### src/rtl/workout_sequencer.sv
// workout_sequencer
//   Runs N_EX timed exercises separated by optional rest intervals, derives
//   one-second ticks from the board clock and emits a stretched buzzer pulse
//   on every phase entry (including entry into DONE).
//
//   Optional feature macro: WORKOUT_PAUSE_EN (adds pause input / paused output).
//
//   Ports
//     clk          in   board clock, rising edge
//     reset        in   asynchronous, active-low
//     start        in   level; begins a session from IDLE or DONE
//     skip         in   pulse; ends the current WORK/REST phase
//     T_input      in   exercise length in seconds, latched at start
//     workout_num  out  current exercise index
//     time_remain  out  seconds left in the current phase
//     phase        out  0 IDLE, 1 WORK, 2 REST, 3 DONE
//     buzzer       out  buzzer level
//     done         out  high in DONE
//     pause/paused      only with WORKOUT_PAUSE_EN
//
//   state   | meaning
//   S_IDLE  | after reset, waiting for start
//   S_WORK  | exercise countdown running
//   S_REST  | rest countdown between exercises
//   S_DONE  | session finished, waiting for start
module workout_sequencer #(
  parameter int N_EX     = 8,
  parameter int TIME_W   = 8,
  parameter int TICK_DIV = 50_000_000,
  parameter int REST_SEC = 10,
  parameter int BUZZ_CYC = 25_000_000,
  localparam int NUM_W   = (N_EX > 1) ? $clog2(N_EX) : 1
) (
  input  logic              clk,
  input  logic              reset,
  input  logic              start,
  input  logic              skip,
  input  logic [7:0]        T_input,
`ifdef WORKOUT_PAUSE_EN
  input  logic              pause,
  output logic              paused,
`endif
  output logic [NUM_W-1:0]  workout_num,
  output logic [TIME_W-1:0] time_remain,
  output logic [1:0]        phase,
  output logic              buzzer,
  output logic              done
);

  localparam int PRE_W = $clog2(TICK_DIV);
  localparam int BUZ_W = $clog2(BUZZ_CYC + 1);
  localparam logic [TIME_W-1:0] T_MAX = '1;

  typedef enum logic [1:0] {S_IDLE = 2'd0, S_WORK = 2'd1, S_REST = 2'd2, S_DONE = 2'd3} state_t;

  state_t            state_q, state_d;
  logic [NUM_W-1:0]  num_q, num_d;
  logic [TIME_W-1:0] tr_q, tr_d;
  logic [TIME_W-1:0] tlat_q, tlat_d;
  logic [PRE_W-1:0]  pre_q, pre_d;
  logic [BUZ_W-1:0]  buz_q, buz_d;
  logic              buzzer_q;
  logic              run, hold, tick, entry;
  logic [TIME_W-1:0] t_clamp;

  assign run  = (state_q == S_WORK) || (state_q == S_REST);
  assign tick = run && (pre_q == PRE_W'(TICK_DIV - 1));

`ifdef WORKOUT_PAUSE_EN
  logic paused_q;
  assign hold   = pause && run;
  assign paused = paused_q;
`else
  assign hold = 1'b0;
`endif

  // T_input is 8 bits wide regardless of TIME_W, so clamp in 32-bit space.
  always_comb begin
    t_clamp = TIME_W'(T_input);
    if (T_input == 8'd0)
      t_clamp = TIME_W'(1);
    else if (32'(T_input) > 32'(T_MAX))
      t_clamp = T_MAX;
  end

  always_ff @(posedge clk or negedge reset) begin
    if (!reset) begin
      state_q  <= S_IDLE;
      num_q    <= '0;
      tr_q     <= '0;
      tlat_q   <= '0;
      pre_q    <= '0;
      buz_q    <= '0;
      buzzer_q <= 1'b0;
`ifdef WORKOUT_PAUSE_EN
      paused_q <= 1'b0;
`endif
    end else begin
      state_q  <= state_d;
      num_q    <= num_d;
      tr_q     <= tr_d;
      tlat_q   <= tlat_d;
      pre_q    <= pre_d;
      buz_q    <= buz_d;
      buzzer_q <= (buz_d != '0);
`ifdef WORKOUT_PAUSE_EN
      paused_q <= hold;
`endif
    end
  end

  always_comb begin
    state_d = state_q;
    num_d   = num_q;
    tr_d    = tr_q;
    tlat_d  = tlat_q;
    entry   = 1'b0;
    case (state_q)
      S_IDLE, S_DONE: begin
        if (start) begin
          state_d = S_WORK;
          num_d   = '0;
          tlat_d  = t_clamp;
          tr_d    = t_clamp;
          entry   = 1'b1;
        end
      end
      default: begin
        if (!hold) begin
          // skip and a terminal tick in the same cycle produce a single advance
          if (skip || (tick && tr_q <= TIME_W'(1))) begin
            entry = 1'b1;
            if (state_q == S_WORK && num_q == NUM_W'(N_EX - 1)) begin
              state_d = S_DONE;
              tr_d    = '0;
            end else if (state_q == S_WORK && REST_SEC > 0) begin
              state_d = S_REST;
              tr_d    = TIME_W'(REST_SEC);
            end else begin
              state_d = S_WORK;
              num_d   = num_q + NUM_W'(1);
              tr_d    = tlat_q;
            end
          end else if (tick) begin
            tr_d = tr_q - TIME_W'(1);
          end
        end
      end
    endcase

    if (entry)
      pre_d = '0;
    else if (run && !hold)
      pre_d = tick ? '0 : pre_q + PRE_W'(1);
    else
      pre_d = pre_q;

    // buzzer counter runs independently of pause and phase
    if (entry)
      buz_d = BUZ_W'(BUZZ_CYC);
    else if (buz_q != '0)
      buz_d = buz_q - BUZ_W'(1);
    else
      buz_d = '0;
  end

  always_comb begin
    phase       = state_q;
    done        = (state_q == S_DONE);
    workout_num = num_q;
    time_remain = tr_q;
    buzzer      = buzzer_q;
  end

endmodule

### config.mk
export PLATFORM = sky130hd
export DESIGN_NAME = workout_sequencer
export DESIGN_NICKNAME = d
export VERILOG_FILES = /design/src/rtl/workout_sequencer.sv
export SDC_FILE = /design/constraint.sdc
export NUM_CORES = 1
export LEC_CHECK = 0
export CAP_MARGIN = 20
export CORE_ASPECT_RATIO = 1.25
export CORE_MARGIN = 4
export CORE_UTILIZATION = 61
export CTS_BUF_LIST = sky130_fd_sc_hd__clkbuf_4 sky130_fd_sc_hd__clkbuf_8
export DETAILED_ROUTE_END_ITERATION = 6
export GPL_ROUTABILITY_DRIVEN = 0
export HOLD_SLACK_MARGIN = 0.03
export PLACE_DENSITY = 0.85
export SLEW_MARGIN = 5
export SYNTH_ARGS = -nofsm -noshare
export SYNTH_HDL_FRONTEND = slang
export SYNTH_SLANG_ARGS = --single-unit
### constraint.sdc
create_clock -name clk -period 2.98 [get_ports clk]
set_input_delay 0.447 -clock clk [delete_from_list [all_inputs] [get_ports clk]]
set_output_delay 0.447 -clock clk [all_outputs]
set_load 0.01 [all_outputs]
==> metrics.md <==
| Metric | Value |
|---|---|
| I/O pin count | 27 |
| Worst-Margin Slew | 0.921 ns |
| Sinks on the clock net | 73 |
| Vias in the first global route | 3,345 |
| Fin. Hold Viols | 0 |
| PortBufs | 26 |
| Wire per inst | 16.8 um |
| Worst reg2reg setup slack | 0.29 ns |
| Syn nets | 452 |
| Final Routed Wirelength | 9.30 mm |
| Final Cycle Share | 0.903 |
| Gr usage total | 0.252 |
| Worst r2r path cells | 7 |
| Maximum root-to-sink buffer count | 2 |
| Worst clock skew | 0.00961 ns |
| Post-layout net count | 486 |
| Clk_lat worst skew | 0.35 ns |
| Post-synth EDFFs | 0 |
| Finish-stage setup viols | 0 |
| Post-route ant nets | 0 |
| Slowest cell on the critical path | o41a_1 |
| Post-Place Setup Slack | 0.306 ns |
| Post-synth top flop | dfrtp_1 |
| Yosys Warn Count | 0 |
| Initial antenna violation count | 0 |
| Slowest Stage Delay on Critical Path | 0.69 ns |
| Gate Count Post-Synth | 432 |
| Post-CTS Setup Inserts | 0 |
| Critical Path RT | 3.22 ns |
| Max VDD drop | 0.000644 V |
| Max Fclk | 372 MHz |
| Drt via density | 6.19 |
| Syn avg cell area | 9.33 sq um |
| Hold WS | 0.326 ns |
| DRC Markers | 0 |
| Worst slew margin | 0.386 |
| Rows | 32 |
| Die width | 80.7 um |
| DP HPWL | 6.51 mm |
| Final setup margin | 0.289 ns |
| Yosys reg bits | 73 |
| Synth async-reset ratio | 1.00 |
| Clk slew on worst S/H paths | 0.07 ns |
| Synth Cell Area | 4030 sq um |
| Lkg Pwr | 1.83 nW |
| Post-CTS sizing | 0 |
| Initial DRC count | 265 |
| Die ar. | 7980 sq um |
| Post-CTS Hold Buffers | 0 |
| H-tree depth | 3 |
| CP Capture Type | flop |
| Max-cap violations | 0 |
| Final TNS setup | 0 ns |
| Initial core utilization | 0.641 |
| Drt first pass iters | 5 |
| Cell variety after synth | 61 |
| Slew Viols, Final | 0 |
| Reg2Reg Capture Point | time_remain[1]$_DFFE_PN0P_ |
| Status | finished clean |
| CTS tree | yes |
| Via count | 3,434 |
| Largest net degree at the start of global routing | 74 |
| Core ar. | 6290 sq um |
| Die Y | 98.9 um |
| CP Launch Type | flop |
| Cells along the critical path | ha_1, nor4b_2, nand4_2, o41a_1, a2111oi_2, a21oi_1, a22o_1 |
| CTS Root Cell | clkbuf_8 |
| Arr. time, crit path | 2.93 ns |
| Total congestion overflow | 0 |
| Synthesis-to-finish area growth | 14.2% |
| Hold WC Path Type | input port to asynchronous set/reset pin |
| Setup CP Type | flop to flop |
| First-pass GRT wire length | 15.9 mm |
| Layout cell share with drive strength beyond 1 | 0.109 |
| Fin crit period | 2.69 ns |
| CTS Buf Count | 9 |
| Cell Pwr Density | 837 nW/um^2 |
| ANT cells | 0 |
| Sequential share of the synthesized area | 0.453 |
| Reg2Reg Launch Point | phase[0]$_DFFE_PN0P_ |
| Unrepaired setup endpoints after global routing | no |
| CP max FO | 15 |
-- critical path, delay by kind of cell (launching register included) --
| family | cells | cell delay, ns |
|---|---|---|
| AO/OA/AOI/OAI | 4 | 1.38 |
| adder cells (fa/ha/maj) | 1 | 0.33 |
| flip-flops | 1 | 0.42 |
| AND/OR/NAND/NOR | 2 | 0.45 |
-- power by group --
| part | internal (mW) | switching (mW) |
|---|---|---|
| Combinational | 0.721 | 0.965 |
| Clock | 0.374 | 0.353 |
| Sequential | 1.20 | 0.239 |
-- routing by layer --
layer	wire length (um)	vias up	global-route usage
met5	0	-	0
met4	233	0	0.0884
met3	426	25	0.0420
met2	4740	115	0.420
met1	3910	1665	0.330
li1	-	1629	-
-- stage by stage --
step / area, sq um / std cells / utilization / total power [mW]
after global placement: 4420 / 540 / 0.703 / 3.05
after detailed placement: 4420 / 540 / 0.703 / 3.10
final: 4600 / 555 / 0.732 / 3.85
after global routing: 4600 / 555 / 0.732 / 4.11
after CTS: 4600 / 555 / 0.732 / 3.85
after floorplan: 4030 / 432 / - / 2.51
-- synth_stat cells (3+ instances only) --
cell	instances	area (sq um)
inv_1	15	56.3
o211ai_1	3	22.5
nand2b_1	5	31.3
mux2i_1	3	30.0
nor3b_1	4	30.0
or3_1	3	18.8
nor2b_1	4	25.0
nor4_2	3	37.5
or2_2	4	25.0
a21o_1	3	22.5
a21oi_1	20	100
nand4_1	8	50.1
nor3_1	16	80.1
nor4_1	8	50.1
xnor2_1	19	166
nand3_1	19	95.1
dfrtp_1	73	1830
buf_2	4	20.0
mux2_2	4	45.0
clkbuf_1	9	33.8
o31ai_1	9	67.6
nor2_1	52	195
nand2_1	32	120
o21ai_0	36	180
ha_1	8	100
xor2_1	15	131
and3_1	8	50.1
o41ai_1	4	35.0
nand3b_1	3	22.5
-- kinds of logic after synthesis --
logic type,Yosys count,synth area share
AOI/OAI and AO/OA,94,0.151
xor gates and xnor gates,34,0.0739
adders and majority gates,8,0.0248
buffers and inverters,31,0.0313
DFF,73,0.453
muxes,7,0.0186
and+or+nand+nor,185,0.248
-- worst max path at each step --
stage | start | slack, ns | to
2_1_floorplan | phase[0]$_DFFE_PN0P_ | 0.62 | time_remain[1]$_DFFE_PN0P_
3_3_place_gp | phase[0]$_DFFE_PN0P_ | 0.42 | time_remain[1]$_DFFE_PN0P_
3_5_place_dp | phase[1]$_DFFE_PN0P_ | 0.31 | time_remain[1]$_DFFE_PN0P_
4_1_cts | phase[1]$_DFFE_PN0P_ | 0.29 | time_remain[1]$_DFFE_PN0P_
5_1_grt | phase[1]$_DFFE_PN0P_ | 0.06 | time_remain[1]$_DFFE_PN0P_
6_report | phase[0]$_DFFE_PN0P_ | 0.29 | time_remain[1]$_DFFE_PN0P_
-- final cells by class --
type	count	area, sq um
clock inverters	2	12.5
inverters	16	60.1
flip-flops and latches	73	1830
clock buffers	13	173
fillers	477	1680
multi-input cells	328	2080
well taps	85	106
repair buffers	38	345
-- cells in the final DEF (no fill, tap or decap), types with 4 or more instances in the layout --
cell type / count
a21oi_1: 20
and3_1: 8
buf_4: 12
clkbuf_8: 12
clkdlybuf4s50_1: 25
dfrtp_1: 73
ha_1: 8
inv_1: 15
mux2_2: 4
nand2_1: 32
nand2b_1: 5
nand3_1: 19
nand4_1: 8
nor2_1: 52
nor2b_1: 4
nor3_1: 16
nor3b_1: 4
nor4_1: 8
o21ai_0: 36
o31ai_1: 9
o41ai_1: 4
or2_2: 4
xnor2_1: 19
xor2_1: 15
-- flip-flops by register name (all words and copies together) (netlist names) --
register,cells
pre_q,26
workout_num,3
phase,2
buz_q,25
buzzer,1
tlat_q,8
time_remain,8
(Power assumes the default switching activity.)
